$ cat src/rtl/up3_ctrl_pkg.sv
// Shared types and constants for the up3 execution controller.
package up3_ctrl_pkg;

    typedef enum logic [1:0] {S_HALT, S_STEP, S_RUN, S_BRK} ctrl_state_t;

    localparam logic [7:0] FETCH_ONEHOT_DEFAULT = 8'h01;

endpackage

$ cat src/rtl/up3_debounce.sv
// Two-flop synchronizer, stable-sample debouncer and rising-edge pulse for a
// raw button input.
module up3_debounce #(
    parameter int DEBOUNCE_CYCLES = 50000
) (
    input  logic clk,
    input  logic rst,
    input  logic din,
    output logic pulse
);

    localparam int CW = (DEBOUNCE_CYCLES > 2) ? $clog2(DEBOUNCE_CYCLES) : 1;

    logic          s1, s2, level;
    logic [CW-1:0] cnt;

    // cnt holds how many consecutive samples have disagreed with level
    always_ff @(posedge clk or posedge rst) begin
        if (rst) begin
            s1    <= 1'b0;
            s2    <= 1'b0;
            level <= 1'b0;
            cnt   <= '0;
            pulse <= 1'b0;
        end else begin
            s1    <= din;
            s2    <= s1;
            pulse <= 1'b0;
            if (s2 == level) begin
                cnt <= '0;
            end else if (cnt == CW'(DEBOUNCE_CYCLES - 1)) begin
                level <= s2;
                cnt   <= '0;
                pulse <= s2;
            end else begin
                cnt <= cnt + CW'(1);
            end
        end
    end

endmodule

$ cat src/rtl/up3_run_ctrl.sv
// Execution controller for the up3 core: single-step, divided-rate run and a
// PC breakpoint, all expressed as a one-cycle clock enable.
module up3_run_ctrl
    import up3_ctrl_pkg::*;
#(
    parameter int         DEBOUNCE_CYCLES = 50000,
    parameter int         RUN_DIV         = 25000000,
    parameter int         CNT_W           = 16,
    parameter logic [7:0] FETCH_ONEHOT    = FETCH_ONEHOT_DEFAULT
) (
    input  logic             clk,
    input  logic             reset,
    input  logic             step_btn,
    input  logic             run_sw,
    input  logic             bp_en,
    input  logic [7:0]       bp_addr,
    input  logic [7:0]       pc,
    input  logic [7:0]       cpu_state,
    input  logic             clr_cnt,
    output logic             cpu_en,
    output logic             halted,
    output logic             running,
    output logic             brk_hit,
    output logic [CNT_W-1:0] instr_count
);

    localparam int DIV_W = $clog2(RUN_DIV);

    ctrl_state_t      state, state_nxt;
    logic [DIV_W-1:0] div;
    logic             run_m, run_s;
    logic             step_pulse;
    logic             en_d;
    logic             is_fetch, bp_match, div_last;

    up3_debounce #(
        .DEBOUNCE_CYCLES(DEBOUNCE_CYCLES)
    ) u_step_db (
        .clk  (clk),
        .rst  (reset),
        .din  (step_btn),
        .pulse(step_pulse)
    );

    always_ff @(posedge clk or posedge reset) begin
        if (reset) begin
            run_m <= 1'b0;
            run_s <= 1'b0;
        end else begin
            run_m <= run_sw;
            run_s <= run_m;
        end
    end

    // pc/cpu_state are only trusted in the cycle after a pulse
    assign is_fetch = en_d && (cpu_state == FETCH_ONEHOT);
    assign bp_match = is_fetch && bp_en && (pc == bp_addr);
    assign div_last = (div == DIV_W'(RUN_DIV - 1));
    assign cpu_en   = (state == S_STEP) || ((state == S_RUN) && div_last);

    always_comb begin
        state_nxt = state;
        unique case (state)
            S_HALT: if (run_s) state_nxt = S_RUN;
                    else if (step_pulse) state_nxt = S_STEP;
            S_STEP: state_nxt = S_HALT;
            S_RUN:  if (!run_s) state_nxt = S_HALT;
                    else if (bp_match) state_nxt = S_BRK;
            S_BRK:  if (step_pulse) state_nxt = S_STEP;
                    else if (!run_s) state_nxt = S_HALT;
            default: state_nxt = S_HALT;
        endcase
    end

    always_ff @(posedge clk or posedge reset) begin
        if (reset) begin
            state   <= S_HALT;
            div     <= '0;
            en_d    <= 1'b0;
            halted  <= 1'b1;
            running <= 1'b0;
            brk_hit <= 1'b0;
        end else begin
            state   <= state_nxt;
            en_d    <= cpu_en;
            halted  <= (state_nxt == S_HALT);
            running <= (state_nxt == S_RUN);
            brk_hit <= (state_nxt == S_BRK);
            // leaving or entering run always restarts the divider from zero
            if ((state == S_RUN) && (state_nxt == S_RUN))
                div <= div_last ? '0 : div + DIV_W'(1);
            else
                div <= '0;
        end
    end

    always_ff @(posedge clk or posedge reset) begin
        if (reset)
            instr_count <= '0;
        else if (clr_cnt)
            instr_count <= '0;
        else if (is_fetch)
            instr_count <= instr_count + CNT_W'(1);
    end

endmodule

$ cat config.mk
export PLATFORM = sky130hd
export DESIGN_NAME = up3_run_ctrl
export DESIGN_NICKNAME = d
export VERILOG_FILES = /design/src/rtl/up3_ctrl_pkg.sv /design/src/rtl/up3_debounce.sv /design/src/rtl/up3_run_ctrl.sv
export SDC_FILE = /design/constraint.sdc
export NUM_CORES = 1
export LEC_CHECK = 0
export ABC_AREA = 1
export BUFFER_PORTS_ARGS = -buffer_cell sky130_fd_sc_hd__buf_2
export CAP_MARGIN = 20
export CORE_AREA = 2 2 127 129
export CTS_CLUSTER_DIAMETER = 30
export DETAILED_ROUTE_END_ITERATION = 6
export DIE_AREA = 0 0 129 131
export GPL_TIMING_DRIVEN = 0
export HOLD_SLACK_MARGIN = 0.06
export PLACE_DENSITY = 0.45
export SLEW_MARGIN = 20
export SYNTH_ARGS = -nofsm -noshare
export SYNTH_HDL_FRONTEND = slang
export SYNTH_SLANG_ARGS = --single-unit
$ cat constraint.sdc
create_clock -name clk -period 2.85 [get_ports clk]
set_clock_uncertainty 0.1 [all_clocks]
set_input_delay 0 -clock clk [delete_from_list [all_inputs] [get_ports clk]]
set_output_delay 0 -clock clk [all_outputs]
set_load 0.1 [all_outputs]
==> key figures, run 1 <==
Timing
  – Final setup margin: 0.282 ns
  – Final Hold Vio Count: 0
  – RSZ-0062 raised after global routing: false
  – Final setup vio count: 0
  – Hold_ws: about 0.069 ns
  – Final Max Slew Viols: 0
  – Tmin final: between 2 and 3 ns
  – Max-Slew Margin vs Limit: 0.671
  – Tightest Pin Transition: 0.496 ns
  – Max Fclk: 389 MHz
  – Tcrit/Tclk final: 0.901
  – Final setup TNS: 0 ns

GRT
  – Congestion Overflow GR: 0
  – First-pass GRT wire length: between 15000 and 20000 um
  – Vias in the first global route: roughly 3600
  – Total Routing Usage GR: 0.125
  – Antenna violations before repair: 0
  – Largest net degree at the start of global routing: 37

Critical path
  – CP Depth: 7
  – Crit path top cell by count: nand3_2
  – Crit. Startpoint: div[0]
  – Worst R2R Setup Slack: about 0.78 ns
  – Arr. time, crit path: between 2 and 2.5 ns
  – Critical path type: reg2out
  – Worst Path Required: 2.75 ns
  – CP max-delay cell: dfrtp_1
  – Worst R2R Path Depth: 8
  – CP cell instances: ha_1 -> nand3_2 -> nor4_2 -> nand3_2 -> buf_6 -> o21ai_2 -> buf_4
  – CP Launch Type: flop
  – Crit-path max cell delay: 0.45 ns
  – Top delay family on crit path: simple AND/OR/NAND/NOR gates
  – Worst Setup EP: cpu_en
  – R2r endpoint: div[16]
  – Crit path buf inv count: 2
  – Max FO, Critical Path: 10
  – Crit end category: output port
  – Reg2reg start: div[0]

Placement
  – Setup slack after placement: 0.483 ns
  – Routability cong.: roughly 0.92
  – Port bufs: around 50
  – Dpl hpwl: around 7500 um

Pwr
  – Leak pwr: around 2.2 nW
  – Pint: 1.74 mW
  – Clock power share: 0.490
  – Comb pwr share: 0.071
  – Sw Ratio: 0.237
  – Psw: roughly 0.54 mW
  – IR drop worst, VDD: 0.000279 V
  – Sequential share of power: 0.439
  – Pwr Density: 470 nW/um^2

CTS
  – CTS Buf Count: 9
  – Worst-path clk slew: roughly 0.05 ns
  – CTS tree: yes
  – Clk buf depth: 2
  – CTS HTree Levels: 3
  – Clk sink count: 69
  – CTS root buf: clkbuf_16
  – Worst-Skew Late Latency: roughly 0.34 ns

Yosys
  – Synth area leader: dfrtp_1
  – Largest family of logic cells by synthesized area: simple AND/OR/NAND/NOR gates
  – Adder-cell share of the synthesized area: 0.00945
  – Unique masters post-synth: 35
  – Post-synthesis sequential area ratio: 0.435
  – Post-Synth XOR/XNOR Area: 0.0287
  – Share of the synthesized area in the top cell type: 0.429
  – Simple-Gate Fraction of Synth Area: 0.386
  – Number of synthesized flops with an enable pin: 0
  – Mux cell area share after synthesis: 0
  – Post-synthesis area per instance: around 7.2 um^2
  – Yosys warning count: 0
  – Syn nets: about 600
  – Fraction of the mapped netlist area in compound gates: 0.0545
  – Cell count after synthesis: 554
  – Commonest register cell after synthesis: dfrtp_1
  – Ys async rst share: 1.00
  – List of most frequent post-synthesis cells: nand2_1 (138), nor2_1 (100), inv_1 (76), dfrtp_1 (68), nand3_1 (53)
  – Most frequent cell after synthesis: nand2_1
  – Synth top area cells: dfrtp_1 (43%), nand2_1 (13%), nor2_1 (9.5%), inv_1 (7.2%), nand3_1 (6.7%)
  – Mapped cell area: ~4000 um^2
  – #FFs+latches synth: about 70

Drt
  – DRC violation count after routing: 0
  – DR vias: between 3000 and 4000
  – Post-DRT Antenna Nets: 0
  – Via-to-Cell Ratio: ~4.4
  – Initial drt markers: around 280
  – Drt first pass iters: 4
  – Total Wirelength: between 9000 and 10000 um
  – Routed len/inst: roughly 12 um

Job
  – Max Cap Viol: 0

Die
  – Ports: 50
  – Die Footprint: between 15000 and 20000 um^2
  – Die Ht: approximately 130 um
  – Die Width: ~130 um
  – Starting Density: 0.255
  – Row Count: 46
  – Core area: 15600 um^2

Status
  – Status: finished clean

Finish
  – Fill count: 1643
  – Area Growth Syn to Fin: 22.5%
  – Final net count: between 600 and 700
  – Antenna fix cells: 0
  – Share of layout cells above drive strength 1: 0.144

Min path
  – Hold WC Path Type: in2reg
state kept, by name (all words and copies together), names as in the netlist:
name,flops
brk_hit,1
div,25
en_d,1
halted,1
instr_count,16
run_m,1
run_s,1
running,1
state,2
u_step_db.cnt,16
u_step_db.level,1
u_step_db.pulse,1
u_step_db.s1,1
u_step_db.s2,1
cell usage in the layout, fill, tap and decap left out, types with 2 or more instances in the layout:
cell / synthesis / final
nor2_1: 100 / 100
buf_2: 2 / 50
nand2_1: 138 / 138
clkinv_2: 0 / 2
clkbuf_16: 0 / 9
nand4_1: 14 / 14
or2_2: 3 / 3
nand3_2: 2 / 2
inv_2: 2 / 2
nor3b_1: 4 / 4
nor3_2: 4 / 4
xnor2_1: 3 / 3
ha_1: 3 / 3
o21ai_0: 24 / 24
inv_1: 76 / 75
buf_6: 3 / 3
dfrtp_1: 68 / 68
nand3_1: 53 / 53
xor2_1: 10 / 10
a21oi_1: 9 / 9
nand2_2: 2 / 2
clkbuf_1: 0 / 2
dlygate4sd3_1: 0 / 6
nor3_1: 19 / 19
routing by layer:
| layer | track usage | vias up | share of wire |
|---|---|---|---|
| li1 | - | 1905 | - |
| met1 | 0.158 | 1681 | 0.48 |
| met2 | 0.202 | 90 | 0.44 |
| met3 | 0.0297 | 17 | 0.044 |
| met4 | 0.0639 | 0 | 0.027 |
| met5 | 0 | - | 0 |
final cells by class:
| cell class | instances | area (um^2) | share of cell area |
|---|---|---|---|
| well taps | 216 | 270 | 0.0556 |
| multi-input cells | 401 | 1900 | 0.391 |
| clock inverters | 4 | 47.5 | 0.00977 |
| clock buffers | 12 | 246 | 0.0507 |
| plain buffers | 6 | 47.5 | 0.00977 |
| repair buffers | 56 | 328 | 0.0674 |
| inverters | 78 | 295 | 0.0607 |
| flip-flops and latches | 69 | 1730 | 0.355 |
worst min path at each step:
stage | start | endpoint | slack, ns | cells after the start
floorplan | run_sw | run_m | -0.07 | 0
global placement | run_sw | run_m | 0.009 | 1
detailed placement | reset | instr_count[2] | -0.05 | 2
CTS | bp_addr[4] | brk_hit | 0.07 | 6
global route | cpu_state[6] | instr_count[3] | 0.13 | 6
finish | bp_addr[4] | brk_hit | 0.07 | 6
cells by family after synthesis:
logic type	after synthesis
buf+inv	84
xor+xnor	13
simple gates	346
flops	69
compound gates	39
fa+ha+maj	3
power groups by stage:
stage / sequential (mW) / clock (mW) / combinational (mW)
after detailed placement: 1.02 / 0 / 0.160
final: 1.00 / 1.12 / 0.161
after global placement: 1.02 / 0 / 0.154
after CTS: 1.00 / 1.15 / 0.166
after floorplan: 1.05 / 0 / 0.0800
after global routing: 1.01 / 1.20 / 0.182
what timing repair did:
action / 4_1_cts / 5_1_grt
hold buffers: 6 / 0
buffers inserted: 0 / 0
resized for setup: 0 / 2
setup endpoints to repair: 0 / 1
endpoints found under the hold margin: 78 / 0
metrics by stage:
stage	std cells	power, mW	utilization	instance area, um^2
2_1_floorplan	554	1.13	-	3970
3_3_place_gp	819	1.18	0.288	4490
3_5_place_dp	820	1.18	0.289	4510
4_1_cts	842	2.32	0.312	4860
5_1_grt	842	2.39	0.312	4860
6_report	842	2.29	0.312	4860
worst reg2reg max path, cell delays in order (launching register included):
cell     delay [ns]
dfrtp_1        0.45
ha_1           0.33
nand3_2        0.18
inv_2          0.12
nand2_2        0.10
nor3_1         0.38
nand3_1        0.13
nand3_1        0.12
nor2_1         0.05
(Power assumes the default switching activity.)
==> inputs of run 2 (changes only) <==
--- a/config.mk
+++ b/config.mk
@@ -8,10 +8,10 @@
 export ABC_AREA = 1
 export BUFFER_PORTS_ARGS = -buffer_cell sky130_fd_sc_hd__buf_2
 export CAP_MARGIN = 20
-export CORE_AREA = 2 2 127 129
+export CORE_AREA = 2 2 151 109
 export CTS_CLUSTER_DIAMETER = 30
 export DETAILED_ROUTE_END_ITERATION = 6
-export DIE_AREA = 0 0 129 131
+export DIE_AREA = 0 0 153 111
 export GPL_TIMING_DRIVEN = 0
 export HOLD_SLACK_MARGIN = 0.06
 export PLACE_DENSITY = 0.45
==> key figures, run 2 (synthesis gave the netlist of run 1 again) <==
Status
  – Status: finished clean

CTS
  – CTS tree: yes
  – CTS root buf: clkbuf_16
  – Clk buf depth: 2
  – Worst-path clk slew: 0.05 ns
  – CTS HTree Levels: 3
  – CTS Buf Count: 9
  – Clk sink count: a little under 70
  – Worst-Skew Late Latency: about 0.34 ns
  – Setup repair bufs after CTS: 0

Die
  – Row Count: 39
  – Core area: 15800 um^2
  – Die Ht: about 110 um
  – Die Footprint: 17000 um^2
  – Die Width: approximately 150 um
  – Ports: 50
  – Starting Density: 0.252

Min path
  – Hold WC Path Type: in2async

Critical path
  – Critical path type: reg2out
  – Worst R2R Setup Slack: ~0.67 ns
  – Crit end category: output port
  – CP Launch Type: flop
  – CP Depth: 7
  – Crit path buf inv count: 2
  – Worst Path Required: 2.75 ns
  – CP cell instances: ha_1 -> nand3_2 -> nor4_2 -> nand3_2 -> buf_6 -> o21ai_2 -> buf_4
  – Worst R2R Path Depth: 6
  – CP max-delay cell: dfrtp_1
  – R2r endpoint: en_d
  – Reg2reg start: div[0]
  – Crit path top cell by count: nand3_2
  – Crit-path max cell delay: approximately 0.54 ns
  – Crit. Startpoint: div[0]
  – Arr. time, crit path: between 2 and 3 ns
  – Max FO, Critical Path: 10
  – Worst Setup EP: cpu_en
  – Top delay family on crit path: simple AND/OR/NAND/NOR gates

GRT
  – Met2 usage: 0.178
  – First-pass GRT wire length: ~18000 um
  – Total Routing Usage GR: 0.129
  – Met1 Use GR: 0.197
  – Congestion Overflow GR: 0
  – Antenna violations before repair: 0
  – Largest net degree at the start of global routing: 50
  – Vias in the first global route: approximately 3600
  – GR Util met3: 0.0367
  – Gr busiest metal: met1

Finish
  – Most frequent cells in the layout: nand2_1 (138), nor2_1 (100), inv_1 (75), dfrtp_1 (68), nand3_1 (53)
  – Most common cell after layout, fill and taps aside: nand2_1
  – Largest Register: div
  – Final net count: approximately 650
  – Largest regs: div: 25 flops, instr_count: 16 flops, u_step_db.cnt: 16 flops
  – Antenna fix cells: 0
  – Fin area: roughly 4800 um^2
  – Share of layout cells above drive strength 1: 0.143
  – Max FFs per register: 25
  – Fill count: 1720
  – Area Growth Syn to Fin: 21.8%

Timing
  – Final Max Slew Viols: 0
  – Final setup vio count: 0
  – RSZ-0062 raised after global routing: false
  – Max Fclk: around 360 MHz
  – Hold_ws: 0.0656 ns
  – Final Hold Vio Count: 0
  – Tmin final: around 2.7 ns
  – Max-Slew Margin vs Limit: 0.646
  – Tcrit/Tclk final: 0.963
  – Tightest Pin Transition: approximately 0.53 ns

Drt
  – Total Wirelength: 10300 um
  – Routed len/inst: ~12 um
  – DR vias: roughly 3700
  – Initial drt markers: 287
  – Drt first pass iters: 5
  – DRC violation count after routing: 0
  – Post-DRT Antenna Nets: 0
  – Via-to-Cell Ratio: between 4 and 5

Placement
  – Routability cong.: between 0.8 and 0.9
  – Placed Area: around 4500 um^2
  – Dpl hpwl: approximately 7800 um
  – Port bufs: 49

Pwr
  – IR drop worst, VDD: ~0.00028 V
  – Leak pwr: between 2 and 2.5 nW
  – Pwr Density: around 470 nW/um^2
  – Tot Pwr: about 2.3 mW

Job
  – Max Cap Viol: 0
## run 2: report_power, final
group          internal [mW]  switching, mW  total [mW]  leakage [nW]
clock                  0.686          0.420        1.11         0.143
sequential             0.996         0.0107        1.01         0.943
combinational         0.0506          0.113       0.163          1.06
## run 2: worst min path at each step
| stage | to | slack, ns |
|---|---|---|
| global placement | u_step_db.s1 | 0.01 |
| CTS | div[8] | 0.08 |
| detailed placement | div[8] | -0.11 |
| floorplan | run_m | -0.07 |
| finish | div[8] | 0.07 |
| global route | div[8] | 0.09 |
## run 2: per-layer routing
| layer | vias to the layer above | wire length [um] |
|---|---|---|
| li1 | 1892 | - |
| met2 | 81 | 4000 |
| met4 | 0 | 125 |
| met3 | 13 | 523 |
| met1 | 1737 | 5680 |
| met5 | - | 0 |
## run 2: area by class of cell
class / instances / area, um^2 / share of cell area
inverter: 78 / 295 / 0.0611
tap: 205 / 256 / 0.0530
buffer: 6 / 47.5 / 0.00983
sequential: 69 / 1730 / 0.357
timing repair buffer: 54 / 315 / 0.0652
clock buffer: 16 / 292 / 0.0603
multi-input combinational: 401 / 1900 / 0.393
## run 2: worst register-to-register path: cells and delay by family (launching register included)
kind	cells	cell delay, ns
fa+ha+maj	1	0.34
compound gates	1	0.18
flops	1	0.54
simple gates	3	0.68
buf+inv	1	0.25
## run 2: repair_timing
action / in CTS / in global routing
endpoints found under the hold margin: 76 / 0
resized for setup: 0 / 2
endpoints found under the setup margin: 0 / 1
hold buffers: 4 / 0
## run 2: stage by stage
stage,util,setup slack [ns],instances,TNS (ns)
after floorplan,-,0.401,554,0
after global placement,0.284,-0.0846,808,-5.54
after detailed placement,0.286,0.387,809,0
after CTS,0.307,0.0225,829,0
after global routing,0.307,0.0177,829,0
final,0.307,0.105,829,0
